<file path="src/rtl/ppu_vram_pkg.sv">
// Shared types and defaults for the PPU VRAM arbiter: read-owner tags and
// memory geometry.
package ppu_vram_pkg;

    typedef enum logic [1:0] {
        OWN_NONE   = 2'd0,
        OWN_RENDER = 2'd1,
        OWN_CPU    = 2'd2
    } owner_e;

    localparam int VRAM_ADDR_W      = 14;
    localparam int VRAM_DATA_W      = 8;
    localparam int STARVE_LIMIT_DEF = 32;

endpackage

</file>
<file path="src/rtl/ppu_vram_tag_pipe.sv">
// Owner-tag delay line: a tag entering with a VRAM read emerges when that
// read's data is present on the memory bus.
module ppu_vram_tag_pipe
    import ppu_vram_pkg::*;
#(
    parameter int DEPTH = 1
) (
    input  logic   clk,
    input  logic   rst,
    input  owner_e i_tag,
    output owner_e o_tag
);

    owner_e stage_q [DEPTH];
    owner_e stage_d [DEPTH];

    always_comb begin
        stage_d[0] = i_tag;
        for (int i = 1; i < DEPTH; i++) begin
            stage_d[i] = stage_q[i-1];
        end
    end

    // Clearing to NONE drops any reads in flight at reset.
    always_ff @(posedge clk) begin
        if (rst) begin
            for (int i = 0; i < DEPTH; i++) begin
                stage_q[i] <= OWN_NONE;
            end
        end else begin
            stage_q <= stage_d;
        end
    end

    assign o_tag = stage_q[DEPTH-1];

endmodule

</file>
<file path="src/rtl/ppu_vram_arbiter.sv">
// Single-port VRAM arbiter between the PPU render fetcher and the CPU PPUDATA
// port, with window-dependent priority, a CPU starvation guard and tagged reads.
module ppu_vram_arbiter
    import ppu_vram_pkg::*;
#(
    parameter int ADDR_WIDTH   = VRAM_ADDR_W,
    parameter int DATA_WIDTH   = VRAM_DATA_W,
    parameter int READ_LATENCY = 1,
    parameter int STARVE_LIMIT = STARVE_LIMIT_DEF
) (
    input  logic                  clk,
    input  logic                  rst,
    input  logic                  i_vblank,
    input  logic                  i_render_en,
    input  logic                  i_rnd_req,
    input  logic [ADDR_WIDTH-1:0] i_rnd_addr,
    output logic                  o_rnd_ack,
    output logic [DATA_WIDTH-1:0] o_rnd_rdata,
    output logic                  o_rnd_rvalid,
    input  logic                  i_cpu_req,
    input  logic                  i_cpu_we,
    input  logic [ADDR_WIDTH-1:0] i_cpu_addr,
    input  logic [DATA_WIDTH-1:0] i_cpu_wdata,
    output logic                  o_cpu_ack,
    output logic                  o_cpu_forced,
    output logic [DATA_WIDTH-1:0] o_cpu_rdata,
    output logic                  o_cpu_rvalid,
    output logic [15:0]           o_starve_events,
    output logic                  o_vram_en,
    output logic                  o_vram_we,
    output logic [ADDR_WIDTH-1:0] o_vram_addr,
    output logic [DATA_WIDTH-1:0] o_vram_wdata,
    input  logic [DATA_WIDTH-1:0] i_vram_rdata
);

    localparam int            SW         = $clog2(STARVE_LIMIT + 1);
    localparam logic [SW-1:0] STARVE_MAX = SW'(STARVE_LIMIT);

    logic window, rnd_elig, cpu_elig, starved, cpu_win, rnd_win;

    logic                  rnd_ack_q, rnd_ack_d;
    logic                  cpu_ack_q, cpu_ack_d;
    logic                  cpu_forced_q, cpu_forced_d;
    logic                  vram_en_q, vram_en_d;
    logic                  vram_we_q, vram_we_d;
    logic [ADDR_WIDTH-1:0] vram_addr_q, vram_addr_d;
    logic [DATA_WIDTH-1:0] vram_wdata_q, vram_wdata_d;
    logic [SW-1:0]         starve_q, starve_d;
    logic [15:0]           starve_events_q, starve_events_d;
    logic [DATA_WIDTH-1:0] rnd_rdata_q, rnd_rdata_d;
    logic                  rnd_rvalid_q, rnd_rvalid_d;
    logic [DATA_WIDTH-1:0] cpu_rdata_q, cpu_rdata_d;
    logic                  cpu_rvalid_q, cpu_rvalid_d;

    owner_e issue_tag, ret_tag;

    // Arbitration decision; a requester whose ack is showing is still holding
    // the request just granted, so it is not eligible this cycle.
    always_comb begin
        window   = i_render_en && !i_vblank;
        rnd_elig = i_rnd_req && !rnd_ack_q;
        cpu_elig = i_cpu_req && !cpu_ack_q;
        starved  = window && cpu_elig && (starve_q == STARVE_MAX);
        cpu_win  = 1'b0;
        rnd_win  = 1'b0;
        if (window) begin
            if (cpu_elig && (starved || !rnd_elig)) begin
                cpu_win = 1'b1;
            end else if (rnd_elig) begin
                rnd_win = 1'b1;
            end
        end else begin
            if (cpu_elig) begin
                cpu_win = 1'b1;
            end else if (rnd_elig) begin
                rnd_win = 1'b1;
            end
        end
    end

    always_comb begin
        rnd_ack_d    = rnd_win;
        cpu_ack_d    = cpu_win;
        cpu_forced_d = cpu_win && starved;
        vram_en_d    = rnd_win || cpu_win;
        vram_we_d    = cpu_win && i_cpu_we;
        vram_addr_d  = vram_addr_q;
        vram_wdata_d = vram_wdata_q;
        if (cpu_win) begin
            vram_addr_d = i_cpu_addr;
            if (i_cpu_we) begin
                vram_wdata_d = i_cpu_wdata;
            end
        end else if (rnd_win) begin
            vram_addr_d = i_rnd_addr;
        end
    end

    // Starve counter only runs while the CPU is actually being held off.
    always_comb begin
        starve_d        = starve_q;
        starve_events_d = starve_events_q;
        if (!i_cpu_req || !window || cpu_win) begin
            starve_d = '0;
        end else if (cpu_elig && (starve_q != STARVE_MAX)) begin
            starve_d = starve_q + 1'b1;
        end
        if (cpu_forced_d && (starve_events_q != 16'hFFFF)) begin
            starve_events_d = starve_events_q + 16'd1;
        end
    end

    // Tag enters alongside the registered strobe so it reaches the end of the
    // pipe in the cycle the memory presents that read's data.
    always_comb begin
        issue_tag = OWN_NONE;
        if (vram_en_q && !vram_we_q) begin
            issue_tag = cpu_ack_q ? OWN_CPU : OWN_RENDER;
        end
    end

    ppu_vram_tag_pipe #(
        .DEPTH (READ_LATENCY)
    ) u_tag_pipe (
        .clk   (clk),
        .rst   (rst),
        .i_tag (issue_tag),
        .o_tag (ret_tag)
    );

    always_comb begin
        rnd_rvalid_d = (ret_tag == OWN_RENDER);
        cpu_rvalid_d = (ret_tag == OWN_CPU);
        rnd_rdata_d  = rnd_rvalid_d ? i_vram_rdata : rnd_rdata_q;
        cpu_rdata_d  = cpu_rvalid_d ? i_vram_rdata : cpu_rdata_q;
    end

    always_ff @(posedge clk) begin
        if (rst) begin
            rnd_ack_q       <= 1'b0;
            cpu_ack_q       <= 1'b0;
            cpu_forced_q    <= 1'b0;
            vram_en_q       <= 1'b0;
            vram_we_q       <= 1'b0;
            vram_addr_q     <= '0;
            vram_wdata_q    <= '0;
            starve_q        <= '0;
            starve_events_q <= '0;
            rnd_rdata_q     <= '0;
            rnd_rvalid_q    <= 1'b0;
            cpu_rdata_q     <= '0;
            cpu_rvalid_q    <= 1'b0;
        end else begin
            rnd_ack_q       <= rnd_ack_d;
            cpu_ack_q       <= cpu_ack_d;
            cpu_forced_q    <= cpu_forced_d;
            vram_en_q       <= vram_en_d;
            vram_we_q       <= vram_we_d;
            vram_addr_q     <= vram_addr_d;
            vram_wdata_q    <= vram_wdata_d;
            starve_q        <= starve_d;
            starve_events_q <= starve_events_d;
            rnd_rdata_q     <= rnd_rdata_d;
            rnd_rvalid_q    <= rnd_rvalid_d;
            cpu_rdata_q     <= cpu_rdata_d;
            cpu_rvalid_q    <= cpu_rvalid_d;
        end
    end

    assign o_rnd_ack       = rnd_ack_q;
    assign o_rnd_rdata     = rnd_rdata_q;
    assign o_rnd_rvalid    = rnd_rvalid_q;
    assign o_cpu_ack       = cpu_ack_q;
    assign o_cpu_forced    = cpu_forced_q;
    assign o_cpu_rdata     = cpu_rdata_q;
    assign o_cpu_rvalid    = cpu_rvalid_q;
    assign o_starve_events = starve_events_q;
    assign o_vram_en       = vram_en_q;
    assign o_vram_we       = vram_we_q;
    assign o_vram_addr     = vram_addr_q;
    assign o_vram_wdata    = vram_wdata_q;

endmodule

</file>
<file path="config.mk">
export PLATFORM = sky130hd
export DESIGN_NAME = ppu_vram_arbiter
export DESIGN_NICKNAME = d
export VERILOG_FILES = /design/src/rtl/ppu_vram_pkg.sv /design/src/rtl/ppu_vram_tag_pipe.sv /design/src/rtl/ppu_vram_arbiter.sv
export SDC_FILE = /design/constraint.sdc
export NUM_CORES = 1
export LEC_CHECK = 0
export BUFFER_PORTS_ARGS = -buffer_cell sky130_fd_sc_hd__buf_4
export CAP_MARGIN = 40
export CORE_ASPECT_RATIO = 0.75
export CORE_MARGIN = 4
export CORE_UTILIZATION = 30
export DETAILED_ROUTE_END_ITERATION = 10
export GPL_TIMING_DRIVEN = 0
export PLACE_DENSITY_LB_ADDON = 0.25
export SLEW_MARGIN = 15
export SYNTH_ARGS = -nofsm -noshare
export SYNTH_HDL_FRONTEND = slang
export SYNTH_SLANG_ARGS = --single-unit
</file>
<file path="constraint.sdc">
create_clock -name clk -period 2.4 [get_ports clk]
set_input_delay 0.72 -clock clk [delete_from_list [all_inputs] [get_ports clk]]
set_output_delay 0.72 -clock clk [all_outputs]
set_load 0.01 [all_outputs]
</file>
[After elaboration in Yosys (flattened, before gate mapping)]
Cells that the tools add are included.
W data, S select, Z words.
Word-level totals
  memory bits (writable): 0
  output and inout bits: 61
  input bits: 51
  flip-flop bits (word level): 69
  bits in read-only memories: 0
  memories kept: 0
  latch bits: 0
Cells by class
  $add $sub $neg: 2
  bitwise gates (word level): 1
  eq/ne operators: 5
  multiply operators: 0
  shift-type cells: 0
  multiplexer cells: 10
  reductions and logical operators: 26
  div/mod/pow operators: 0
  $lt $le $gt $ge: 0
Operators with widths (number)
  $mux W14: 2
  $add A16 B1 Y16 const B: 1
  $ne A16 B16 Y1 const B: 1
  $logic_and A1 B1 Y1: 11
  $logic_not A1 Y1: 7
  $mux W1: 7
  $add A6 B1 Y6 const B: 1
  $eq A6 B6 Y1 const B: 1
  $ne A6 B6 Y1 const B: 1
  $logic_or A1 B1 Y1: 4
  $reduce_or A2 Y1: 2
  $eq A2 B1 Y1 const B: 1
  $eq A2 B2 Y1 const B: 1
  $mux W2: 1
  $reduce_and A2 Y1: 1
  $reduce_bool A2 Y1: 1
  $not A1 Y1: 1

[Logic depth before layout (Yosys ltp)]
  word-level depth: 10
  depth in mapped cells: 8
  gate-level depth less buffers: 7

[Hierarchy]
A second synthesis with hierarchy kept.
Second synthesis, totals
  cells, all modules: 315
  area total of the unflattened synthesis: 2881.5 µm²
Modules (own cells, without submodules)
  ppu_vram_arbiter: times used 1, cells an instance 311, area each 2829.0 µm², seq. area each 1341.3 µm²
  ppu_vram_tag_pipe: times used 1, cells an instance 4, area each 52.6 µm², seq. area each 40.0 µm²

[Worst setup path after synthesis]
No wires, ideal clock.
  path kind: input-to-reg
  start: in i_rnd_req
  end: reg vram_addr_q[10], in the netlist o_vram_addr[10]
  arrival time: 1.867 ns
  stages: 5
  library setup time: 0.128 ns
  buffers on the path: 1
  slack: 0.405 ns
  cell sequence: or2b_4 o31ai_4 buf_8 mux2i_1 o21ai_1
Between the ends
  cells in the longest elaborated chain, start to end: 7
Ends and longest elaborated chain
  from (decl): line ppu_vram_arbiter.sv:15  | input logic i_rnd_req,
  $logic_and A1 B1 Y1 *: line ppu_vram_arbiter.sv:61  | rnd_elig = i_rnd_req && !rnd_ack_q;
  $logic_not A1 Y1: line ppu_vram_arbiter.sv:67  | if (cpu_elig && (starved || !rnd_elig)) begin
  $logic_or A1 B1 Y1: line ppu_vram_arbiter.sv:67
  $logic_and A1 B1 Y1: line ppu_vram_arbiter.sv:67
  $mux W1: line ppu_vram_arbiter.sv:67
  $mux W1: line ppu_vram_arbiter.sv:66  | if (window) begin
  $mux W14 or $reduce_bool A2 Y1 (tied branches)
  to (signal assigned): line ppu_vram_arbiter.sv:159  | vram_addr_q <= vram_addr_d;
  to (decl): line ppu_vram_arbiter.sv:46  | logic [ADDR_WIDTH-1:0] vram_addr_q, vram_addr_d;
Mark *: on every way between the ends. The rest lies on a longest branch, timed or not.
A chain may end at the register's enable or synchronous reset.

[Worst setup path in the final report]
  start: reg starve_q[0]
  end: reg vram_addr_q[6], in the netlist o_vram_addr[6]
Between the ends
  cells in the longest elaborated chain, start to end: 7
Ends and longest elaborated chain
  from (decl): line ppu_vram_arbiter.sv:48  | logic [SW-1:0] starve_q, starve_d;
  from (signal assigned): line ppu_vram_arbiter.sv:161  | starve_q <= starve_d;
  $eq A6 B6 Y1 *: line ppu_vram_arbiter.sv:63  | starved = window && cpu_elig && (starve_q == STARVE_MAX);
  $logic_and A1 B1 Y1 *: line ppu_vram_arbiter.sv:63
  $logic_or A1 B1 Y1 *: line ppu_vram_arbiter.sv:67
  $logic_and A1 B1 Y1 *: line ppu_vram_arbiter.sv:67
  $mux W1: line ppu_vram_arbiter.sv:67
  $mux W1: line ppu_vram_arbiter.sv:66
  $mux W14 or $reduce_bool A2 Y1 (tied branches)
Marked as above.

==> results.sh <==
export IMPL_skew_ns=0.00360
export IMPL_start_kind="register"
export IMPL_worst_ep_arrival_time_ns=2.29
export IMPL_utilization=0.454
export IMPL_layout_common_cells="buf_4 (111), dfxtp_1 (69), nand2_1 (58)"
export IMPL_cts_buffers=9
export IMPL_areaGrowthSynthToFinish_pct=44.2
export IMPL_setup_tns_ns=0
export IMPL_synth_area_per_cell_um2=9.15
export IMPL_maxCapViolations=0
export IMPL_p_leak_nw=1.77
export IMPL_synth_warnings=0
export IMPL_r2r_cells=8
export IMPL_run_status="complete, no violations"
export IMPL_drt_first_pass_iters=4
export IMPL_endpoint_kind="register"
export IMPL_post_route_drc_count=0
export IMPL_portBuffers=111
export IMPL_grt_pass1_wl_um=12200
export IMPL_dieArea_um2=11400
export IMPL_ys_ff_latch=69
export IMPL_period_minus_slack_ns=2.09
export IMPL_syn_nets=372
export IMPL_clock_latency_ns=0.33
export IMPL_grt_max_degree=13
export IMPL_nets=494
export IMPL_first_iter_violations=110
export IMPL_path_cells="inv_1 -> ha_1 -> nor2b_2 -> and2_4 -> o31ai_4 -> buf_8 -> mux2i_1 -> o21ai_1"
export IMPL_rsz0062_at_grt="false"
export IMPL_cp_top_family="compound AO/OA/AOI/OAI gates"
export IMPL_worstHoldStart="o_vram_addr[4]$_SDFFE_PP0P_"
export IMPL_syn_inst=318
export IMPL_cts_root_buf="clkbuf_16"
export IMPL_drt_total_wl_um=7500
export IMPL_pwr_share_seq=0.436
export IMPL_dpl_hpwl_um=5790
export IMPL_grt_usage=0.137
export IMPL_cts_hold_buf=0
export IMPL_start_util=0.315
export IMPL_worstMarginPinSlew_ns=0.665
export IMPL_clockBufferDepth=2
export IMPL_antenna_found_initial=0
export IMPL_worstPathRequired_ns=2.60
export IMPL_final_common_cell="buf_4"
export IMPL_cp_depth=8
export IMPL_rows=30
export IMPL_synthArstFlopShare=0
export IMPL_syn_area_um2=2910
export IMPL_p_sw_frac=0.230
export IMPL_timing_final_crit_share=0.871
export IMPL_worstSetupPathType="register to register"
export IMPL_die_w_um=122
export IMPL_core_um2=9230
export IMPL_wire_per_inst_um=13.1
export IMPL_cp_max_fo=10
export IMPL_p_per_area_nw_per_um2=662
export IMPL_vias=2604
export IMPL_whs_path_depth=2
export IMPL_io_pins=112
export IMPL_htree_levels=3
export IMPL_drv_slew=0
export IMPL_slowest_stage="o31ai_4"
export IMPL_clk_pin_slew_worst_paths_ns=0.06
export IMPL_max_stage_delay_ns=0.46
export IMPL_setup_violations=0
export IMPL_clock_fmax_ghz=0.478
export IMPL_fillers=934
export IMPL_clkSinkCount=69
export IMPL_diodes=0
export IMPL_intPower_mw=2.14
export IMPL_vias_per_cell=4.54
export IMPL_pwr_share_clk=0.461
export IMPL_dieHeight_um=93.3
export IMPL_cts_tree="built"
export IMPL_cp_startpoint="starve_q[0]$_SDFFE_PP0P_"
export IMPL_grt_pass1_vias=2508
export IMPL_seq_area_frac_synth=0.475
export IMPL_hp_class="register to register"
export IMPL_slew_headroom=0.556
export IMPL_path_buf_inv=2
export IMPL_post_cts_buffers=0
export IMPL_synth_flop_cell="dfxtp_1"
export IMPL_synth_edf_count=0
export IMPL_finalHoldViolations=0
export IMPL_place_gp_congestion=0.805
export IMPL_drive_gt1_frac=0.330
export IMPL_r2r_start="starve_q[0]$_SDFFE_PP0P_"
export IMPL_gr_total_overflow=0
export IMPL_comb_power_share=0.103
export IMPL_irDropWorstVdd_mv=0.366
export IMPL_post_cts_resized=0
export IMPL_ys_types=42
export IMPL_p_switching_mw=0.640
export IMPL_antenna_left=0
## per-stage QoR
stage               power [mW]  hold slack (ns)  setup WS (ns)  cell area [um^2]  std cells
floorplan                 1.37            0.458          0.405              2910        318
global placement          1.52            0.436         0.0859              3900        557
detailed placement        1.53            0.442         0.0858              3900        557
CTS                       2.83            0.449          0.258              4200        573
global route              2.91            0.465          0.142              4200        573
finish                    2.78            0.445          0.309              4200        573
## registers in the layout (all words and copies together), names as in the netlist, 2 cells and up
| register | count |
|---|---|
| u_tag_pipe.o_tag | 2 |
| o_cpu_rdata | 8 |
| starve_q | 6 |
| o_vram_addr | 14 |
| o_rnd_rdata | 8 |
| o_vram_wdata | 8 |
| o_starve_events | 16 |
## logic make-up (layout without fill, tap and decap cells)
kind of cell               Yosys count  in the layout  share of synthesized area
muxes                               23             23                     0.0791
xor gates and xnor gates            18             18                     0.0542
buffers and inverters               22            149                     0.0383
and+or+nand+nor                    142            142                      0.255
DFF                                 69             69                      0.475
AOI/OAI and AO/OA                   41             41                     0.0860
adders and majority gates            3              3                     0.0129
## worst register-to-register path, cell delays in order, from the launching register on
cell     delay, ns
dfxtp_1       0.39
inv_1         0.06
ha_1          0.18
nor2b_2       0.18
and2_4        0.17
o31ai_4       0.46
buf_8         0.22
mux2i_1       0.22
o21ai_1       0.08
## power by group through the flow
stage               clock, mW  sequential (mW)  combinational, mW
floorplan                   0             1.25              0.115
global placement            0             1.23              0.288
detailed placement          0             1.23              0.291
CTS                      1.32             1.21              0.292
global route             1.38             1.21              0.315
finish                   1.28             1.21              0.286
## cell type report
cell class	instances	area (um^2)	area share
inverter	6	22.5	0.00537
clock inverter	7	66.3	0.0158
timing repair buffer	111	833	0.199
multi-input combinational	227	1420	0.338
buffer	16	88.8	0.0212
tap	128	160	0.0382
clock buffer	9	225	0.0537
sequential	69	1380	0.329
## path summary, 6_finish.rpt
kind	end	slack [ns]
max reg2reg	o_vram_addr[6]$_SDFFE_PP0P_	0.31
max	o_vram_addr[6]$_SDFFE_PP0P_	0.31
min	o_vram_addr[4]$_SDFFE_PP0P_	0.45
min reg2reg	o_vram_addr[4]$_SDFFE_PP0P_	0.45
## layer usage
metal,GRT usage,wire (um),vias up,share of wire
met3,0.0568,667,15,0.089
met1,0.170,3350,1173,0.45
met2,0.204,3330,98,0.44
li1,-,-,1318,-
met4,0.0653,159,0,0.021
met5,0,0,-,0
## synth_stat cells (2+ instances only)
| cell type | count | area (um^2) |
|---|---|---|
| dfxtp_1 | 69 | 1380 |
| nand2_1 | 58 | 218 |
| nor2_1 | 37 | 139 |
| mux2i_1 | 23 | 230 |
| a21oi_1 | 20 | 100 |
| xnor2_1 | 15 | 131 |
| clkbuf_1 | 9 | 33.8 |
| o21ai_1 | 9 | 45.0 |
| o21ai_0 | 8 | 40.0 |
| inv_1 | 6 | 22.5 |
| nand3_1 | 6 | 30.0 |
| nand4_1 | 6 | 37.5 |
| nor3_1 | 4 | 20.0 |
| nor4_1 | 4 | 25.0 |
| ha_1 | 3 | 37.5 |
| nand2b_1 | 3 | 18.8 |
| nor2b_1 | 3 | 18.8 |
| xor2_1 | 3 | 26.3 |
| and4_1 | 2 | 17.5 |
| buf_1 | 2 | 7.51 |
| buf_2 | 2 | 10.0 |
| buf_6 | 2 | 22.5 |
| nor3b_1 | 2 | 15.0 |
| nor4_2 | 2 | 25.0 |
| nor4_4 | 2 | 42.5 |
| nor4b_1 | 2 | 17.5 |
No activity file was read; power rests on OpenSTA's default activity.
